## src/rtl/inv_addkey_mixcol_seq.sv

```systemverilog
// inv_addkey_mixcol_seq: AddRoundKey followed by column-serial InvMixColumns
// for the inverse cipher, with valid/ready on both sides and a final-round bypass.
module inv_addkey_mixcol_seq #(
   parameter int COLS_PER_CYCLE = 1
) (
   input  logic         clk,
   input  logic         rst_n,
   input  logic         in_valid,
   output logic         in_ready,
   input  logic [127:0] instate,
   input  logic [127:0] roundkey,
   input  logic         skip_mix,
   output logic         out_valid,
   input  logic         out_ready,
   output logic [127:0] outstate,
   output logic         busy
);
   typedef enum logic [1:0] {IDLE, PROC, DONE} state_t;
   state_t state, state_nx;
   logic [127:0] blk, blk_mx;
   logic [2:0] col_cnt, col_nx;
   logic skip_q, last, accept;

   function automatic logic [7:0] xt(input logic [7:0] a);
      return {a[6:0], 1'b0} ^ (a[7] ? 8'h1b : 8'h00);
   endfunction

   function automatic logic [31:0] inv_mix(input logic [31:0] s);
      logic [7:0] x1 [4], x2 [4], x4 [4], x8 [4], m9 [4], mb [4], md [4], me [4];
      for (int r = 0; r < 4; r++) begin
         x1[r] = s[31-8*r -: 8];
         x2[r] = xt(x1[r]);
         x4[r] = xt(x2[r]);
         x8[r] = xt(x4[r]);
         m9[r] = x8[r] ^ x1[r];
         mb[r] = x8[r] ^ x2[r] ^ x1[r];
         md[r] = x8[r] ^ x4[r] ^ x1[r];
         me[r] = x8[r] ^ x4[r] ^ x2[r];
      end
      return {me[0] ^ mb[1] ^ md[2] ^ m9[3],
              m9[0] ^ me[1] ^ mb[2] ^ md[3],
              md[0] ^ m9[1] ^ me[2] ^ mb[3],
              mb[0] ^ md[1] ^ m9[2] ^ me[3]};
   endfunction

   assign accept    = in_valid && in_ready;
   assign in_ready  = state == IDLE;
   assign busy      = state != IDLE;
   assign out_valid = state == DONE;
   assign col_nx    = col_cnt + 3'(COLS_PER_CYCLE);
   assign last      = skip_q || col_nx == 3'd4;

   // only the window col_cnt .. col_cnt+COLS_PER_CYCLE-1 is rewritten each cycle
   for (genvar c = 0; c < 4; c++) begin : g_col
      assign blk_mx[127-32*c -: 32] = (col_cnt <= 3'(c) && 3'(c) < col_nx)
                                      ? inv_mix(blk[127-32*c -: 32]) : blk[127-32*c -: 32];
   end

   always_ff @(posedge clk or negedge rst_n)
      if (!rst_n) state <= IDLE;
      else state <= state_nx;

   always_comb begin
      state_nx = state;
      if (state == IDLE && in_valid) state_nx = skip_mix ? DONE : PROC;
      else if (state == PROC && last) state_nx = DONE;
      else if (state == DONE && out_ready) state_nx = IDLE;
   end

   always_ff @(posedge clk or negedge rst_n)
      if (!rst_n) begin
         blk      <= '0;
         col_cnt  <= '0;
         skip_q   <= 1'b0;
         outstate <= '0;
      end else if (accept) begin
         blk     <= instate ^ roundkey;
         skip_q  <= skip_mix;
         col_cnt <= '0;
         if (skip_mix) outstate <= instate ^ roundkey;
      end else if (state == PROC) begin
         blk     <= blk_mx;
         col_cnt <= last ? 3'd0 : col_nx;
         if (last) outstate <= blk_mx;
      end
endmodule

```

## config.mk

```make
export PLATFORM = sky130hd
export DESIGN_NAME = inv_addkey_mixcol_seq
export DESIGN_NICKNAME = d
export VERILOG_FILES = /design/src/rtl/inv_addkey_mixcol_seq.sv
export SDC_FILE = /design/constraint.sdc
export NUM_CORES = 1
export LEC_CHECK = 0
export BUFFER_PORTS_ARGS = -buffer_cell sky130_fd_sc_hd__buf_2
export CORE_MARGIN = 2
export CORE_UTILIZATION = 50
export CTS_CLUSTER_DIAMETER = 60
export DETAILED_ROUTE_END_ITERATION = 8
export GPL_TIMING_DRIVEN = 0
export PLACE_DENSITY = 0.71
export REMOVE_ABC_BUFFERS = 1
export SLEW_MARGIN = 20
export SYNTH_ARGS = -nofsm -noshare
export SYNTH_HDL_FRONTEND = slang
export SYNTH_SLANG_ARGS = --single-unit
```

## constraint.sdc

```tcl
create_clock -name clk -period 2.6 [get_ports clk]
set_clock_uncertainty 0.1 [all_clocks]
set_input_delay 0.13 -clock clk [delete_from_list [all_inputs] [get_ports clk]]
set_output_delay 0.13 -clock clk [all_outputs]
set_load 0.05 [all_outputs]
```

* Word level (Yosys, flattened, before mapping)
Index checks and enable logic that the tools add are counted.
Word-level totals: output and inout port bits 131, logic and storage cells 290, bits in registers 262, bits of input ports 261
Operators by class: multiplexer cells 65, $add $sub $neg 1, reductions and logical operators 14, bitwise operators 193, magnitude comparators 8, eq/ne operators 4
Operators by type and width (count):
- 8-bit bitwise XOR | 144
- 128-bit 2-to-1 mux | 6
- 8-bit by 5-bit bitwise XOR with 8-bit output | 48
- 5-bit 2-to-1 mux | 48
- 32-bit 2-to-1 mux | 4
- 128-bit bitwise XOR | 1
- 3-bit 2-to-1 mux | 3
- 2-bit 2-to-1 mux | 4
- 1-bit logical AND | 7
- 3-bit by 1-bit less-or-equal comparator with 1-bit output, second input constant | 2
- 3-bit by 2-bit less-or-equal comparator with 1-bit output, second input constant | 2
- 1-bit by 3-bit < comparator with 1-bit output, first input constant | 2
- 2-bit by 3-bit < comparator with 1-bit output, first input constant | 2
- 2-bit nonzero test | 3
- 3-bit by 1-bit adder with 3-bit output, second input constant | 1
- 3-bit equality test, second input constant | 1
- 3-bit AND reduction | 1
- 3-bit nonzero test | 1
- 2-bit by 1-bit equality test with 1-bit output, second input constant | 1
- 2-bit equality test, second input constant | 1
- 2-bit logical NOT | 1
- 2-bit != test, second input constant | 1
- 1-bit logical OR | 1

* Longest topological paths before layout
word-level depth 15, gate-level depth with buffers 10, depth with buffers taken out 8

* Worst setup path after synthesis
Ideal clock, no wire load.
kind register -> register, from register col_cnt[0], to register outstate[16], data required time 2367 ps, arrival time 2339 ps, slack 28 ps, period minus slack after synthesis 2572 ps, library setup time 133 ps, path buffers 2, cell stages (with the launch flop) 10, cell sequence dfrtp_1 > ha_1 > ha_1 > inv_1 > a21oi_1 > nor2_1 > nor2_2 > clkbuf_1 > clkbuf_1 > o21ai_0
Between the ends: longest elaborated chain between the ends 7, elaborated cells on any way between the ends 12, those cells by class add/sub (1); order compare (2); eq/ne (1); mux (4); reduce/logical (4)
RTL lines:
- from (decl) | RTL line 21 | logic [2:0] col_cnt, col_nx;
- from (signal assigned) | RTL line 83 | col_cnt <= last ? 3'd0 : col_nx;
- 3-bit by 1-bit adder with 3-bit output | RTL line 50 | assign col_nx = col_cnt + 3'(COLS_PER_CYCLE);
- 2-bit by 3-bit < comparator with 1-bit output | RTL line 55 | assign blk_mx[127-32*c -: 32] = (col_cnt <= 3'(c) && 3'(c) < col_nx)
- 1-bit logical AND | RTL line 55
- 32-bit 2-to-1 mux | RTL line 56 | ? inv_mix(blk[127-32*c -: 32]) : blk[127-32*c -: 32];
- 128-bit 2-to-1 mux | RTL line 84 | if (last) outstate <= blk_mx;
- 128-bit 2-to-1 mux | RTL line 81 | end else if (state == PROC) begin
- 128-bit 2-to-1 mux | RTL line 76 | end else if (accept) begin
- to (signal assigned) | RTL line 80 | if (skip_mix) outstate <= instate ^ roundkey;
- to (signal assigned) | RTL line 84
- to (decl) | RTL line 15 | output logic [127:0] outstate,
Parallel ways exist; a longest one is shown, timed or not. The select of a mux whose other input is x is not followed. A chain may end at the register's enable or synchronous reset.

* Worst setup path in the final report
from register state[1], to register outstate[27]
Between the ends: longest elaborated chain between the ends 4, elaborated cells on any way between the ends 8, those cells by class eq/ne (2); mux (1); reduce/logical (5)
RTL lines:
- from (decl) | RTL line 19 | state_t state, state_nx;
- from (signal assigned) | RTL line 61 | else state <= state_nx;
- 2-bit logical NOT | RTL line 47 | assign in_ready = state == IDLE;
- 1-bit logical AND | RTL line 46 | assign accept = in_valid && in_ready;
- 2-bit != test (no source line) or 2-bit nonzero test (tied branches)
- 3-bit AND reduction (no source line)
Parallel ways exist; a longest one is shown, timed or not.

==> qor.csv <==
metric;value;unit
avgSynthCellArea;10.1;um^2
cts_buffer_depth;3;
avgViaCountPerCell;5.64;
reg2reg_slack;1;ps
drt-initial-drc-count;1773;
drtPass1Iterations;6;
placed_area;0.0258;mm^2
h-tree-depth;2;
netlist-cell-type-count;67;
ios;392;
holdCritPathClass;input pin to asynchronous set/reset pin;
worst_ep_arrival_time;2950;ps
grt_first_pass_wirelength;114000;um
synth_top_family_by_area;XOR/XNOR gates;
synthFlopType;dfrtp_1;
drive_gt1_share;26.9;%
r2r_cells;11;
crit_chain;o21bai_4 -> clkbuf_16 -> buf_16 -> buf_16 -> nor2_4 -> buf_12 -> nand2b_4 -> buf_4 -> nand2_4 -> o21ai_0 -> o21ai_1;
synth-simple-area-share;7.05;%
setup_violations;0;
crit_path_frequent_cell;buf_16;
r2r-end;outstate[27];
hpwl;48500;um
drv_cap;0;
clkSinkCount;262;
syn_area;0.0233;mm^2
path_class;flop to flop;
nFillCells;3359;
wirelength;78800;um
nNetsFinal;3187;
r2r_start;state[1];
ys_seq_elements;262;
fin_area;0.0315;mm^2
synth-seq-area-share;28.1;%
cpPeakStageDelay;440;ps
numCtsBuffers;35;
gr-total-overflow;0;
antenna_found_initial;0;
worst_pin_slew;714;ps
synthMuxAreaShare;1.99;%
synth_edf_count;0;
crit_path_start;state[1];
grtUsageTotal;30.8;%
num_rows;79;
syn-instance-count;2312;
fp.dieH;220;um
clk_pin_slew;60;ps
num_antenna_cells;0;
antenna_left;0;
post-route-period-util;99.9;%
gp_congestion;0.922;
wl_per_cell;22.2;um
die_width;220;um
synth-compound-area-share;13.4;%
slew-limit-headroom;52.2;%
status;finished, final reports clean;
clock-root-buffer;clkbuf_16;
cp-end-kind;flop;
async_reset_ff_share;100;%
path_max_fanout;17;
grt_pass1_vias;19986;
cp-start-kind;flop;
setup_tns;0;ps
remaining_drc_errors;0;
fin_crit;2600;ps
yosysWarningCount;0;
syn_to_final_growth;34.9;%
slowest_stage;dfrtp_2;
cp.required;2950;ps
hold_viol;0;
synth_fa_ha_area_share;0.322;%
insertion_delay;560;ps
port_buffers;391;
drv_slew;0;
grt_max_degree;76;
cts_tree;built;
die-area;0.0484;mm^2
initial_core_util;50.4;%
max_freq;385;MHz
num_vias;20042;
coreArea;0.0464;mm^2
synthXorXnorAreaFrac;44.4;%
cell usage after synthesis, types with 17 or more instances:
cell type / count / area [um^2]
buf_2: 55 / 275
xnor2_1: 386 / 3380
buf_4: 23 / 173
o21ai_0: 146 / 731
xor2_1: 187 / 1640
nor2_1: 75 / 282
o22ai_1: 31 / 194
dfrtp_1: 262 / 6560
xnor3_1: 166 / 3740
o21ai_1: 123 / 616
clkbuf_1: 125 / 469
nand2_1: 293 / 1100
o211ai_1: 17 / 128
mux2i_1: 33 / 330
a21oi_1: 107 / 536
o221ai_1: 22 / 193
xor3_1: 37 / 880
sequential cells by signal, indices dropped and copies added (netlist names):
name,flops
col_cnt,3
skip_q,1
state,2
outstate,128
blk,128
through the flow:
| stage | utilization (%) | cells | hold WS (ps) | setup slack, ps |
|---|---|---|---|---|
| 2_1_floorplan | - | 2089 | -266 | -6030 |
| 3_3_place_gp | 54.0 | 3087 | 287 | -18280 |
| 3_5_place_dp | 55.6 | 3118 | 17.3 | -2100 |
| 4_1_cts | 65.5 | 3481 | 0.868 | -3.10 |
| 5_1_grt | 67.9 | 3552 | 68.8 | -102 |
| 6_report | 67.9 | 3552 | 15.8 | 1.45 |
layout make-up:
cell class / instances / area (um^2) / area share [%]
Sequential cell: 262 / 6640 / 21.1
Clock buffer: 46 / 990 / 3.14
Tap cell: 607 / 759 / 2.41
Timing Repair Buffer: 786 / 6290 / 20.0
Clock inverter: 16 / 199 / 0.632
Multi-Input combinational cell: 1822 / 16600 / 52.6
Inverter: 13 / 51.3 / 0.163
timing repair:
item / 4_1_cts / 5_1_grt
gates resized for setup: 96 / 87
endpoints found under the setup margin: 223 / 139
gates cloned: 9 / 9
pin swaps: 17 / 10
buffers inserted: 35 / 62
hold buffers: 257 / 0
endpoints found under the hold margin: 442 / 0
how the worst max path moves through the flow:
stage | to | slack [ps] | depth (start not counted)
CTS | blk[19] | -3 | 6
global route | outstate[27] | -100 | 11
global placement | outstate[92] | -18280 | 6
floorplan | outstate[25] | -6030 | 5
finish | outstate[27] | 1 | 11
detailed placement | outstate[124] | -2100 | 8
per-layer routing:
layer	track usage, %	vias up	part of all wire (%)
met1	40.1	9842	40
li1	-	9063	-
met5	0	-	0
met2	52.4	946	49
met3	5.00	191	7.2
met4	10.0	0	3.6
cell families (layout without fill, tap and decap cells):
logic type / Yosys count / count (layout)
muxes: 45 / 45
AOI/OAI and AO/OA: 538 / 540
adders and majority gates: 6 / 6
xor gates and xnor gates: 813 / 813
and+or+nand+nor: 412 / 418
buffers and inverters: 236 / 861
DFF: 262 / 262
critical path: cells and delay by family (launching register included):
kind	cells	cell delay (ps)
buffers and inverters	5	830
AOI/OAI and AO/OA	3	560
and+or+nand+nor	3	520
DFF	1	440
cell usage in the layout, fill, tap and decap left out, drive strengths merged, types with 22 or more instances in the layout:
master,n
nand2,298
o22ai,31
buf,518
dlygate4sd3,257
clkbuf,55
xor3,39
o221ai,22
xor2,196
o21ai,269
a21oi,107
nor2,77
xnor2,403
mux2i,33
dfrtp,262
xnor3,175
Power is not shown: default switching activity piles up to over one toggle a cycle in this logic, so the estimate is an artifact.
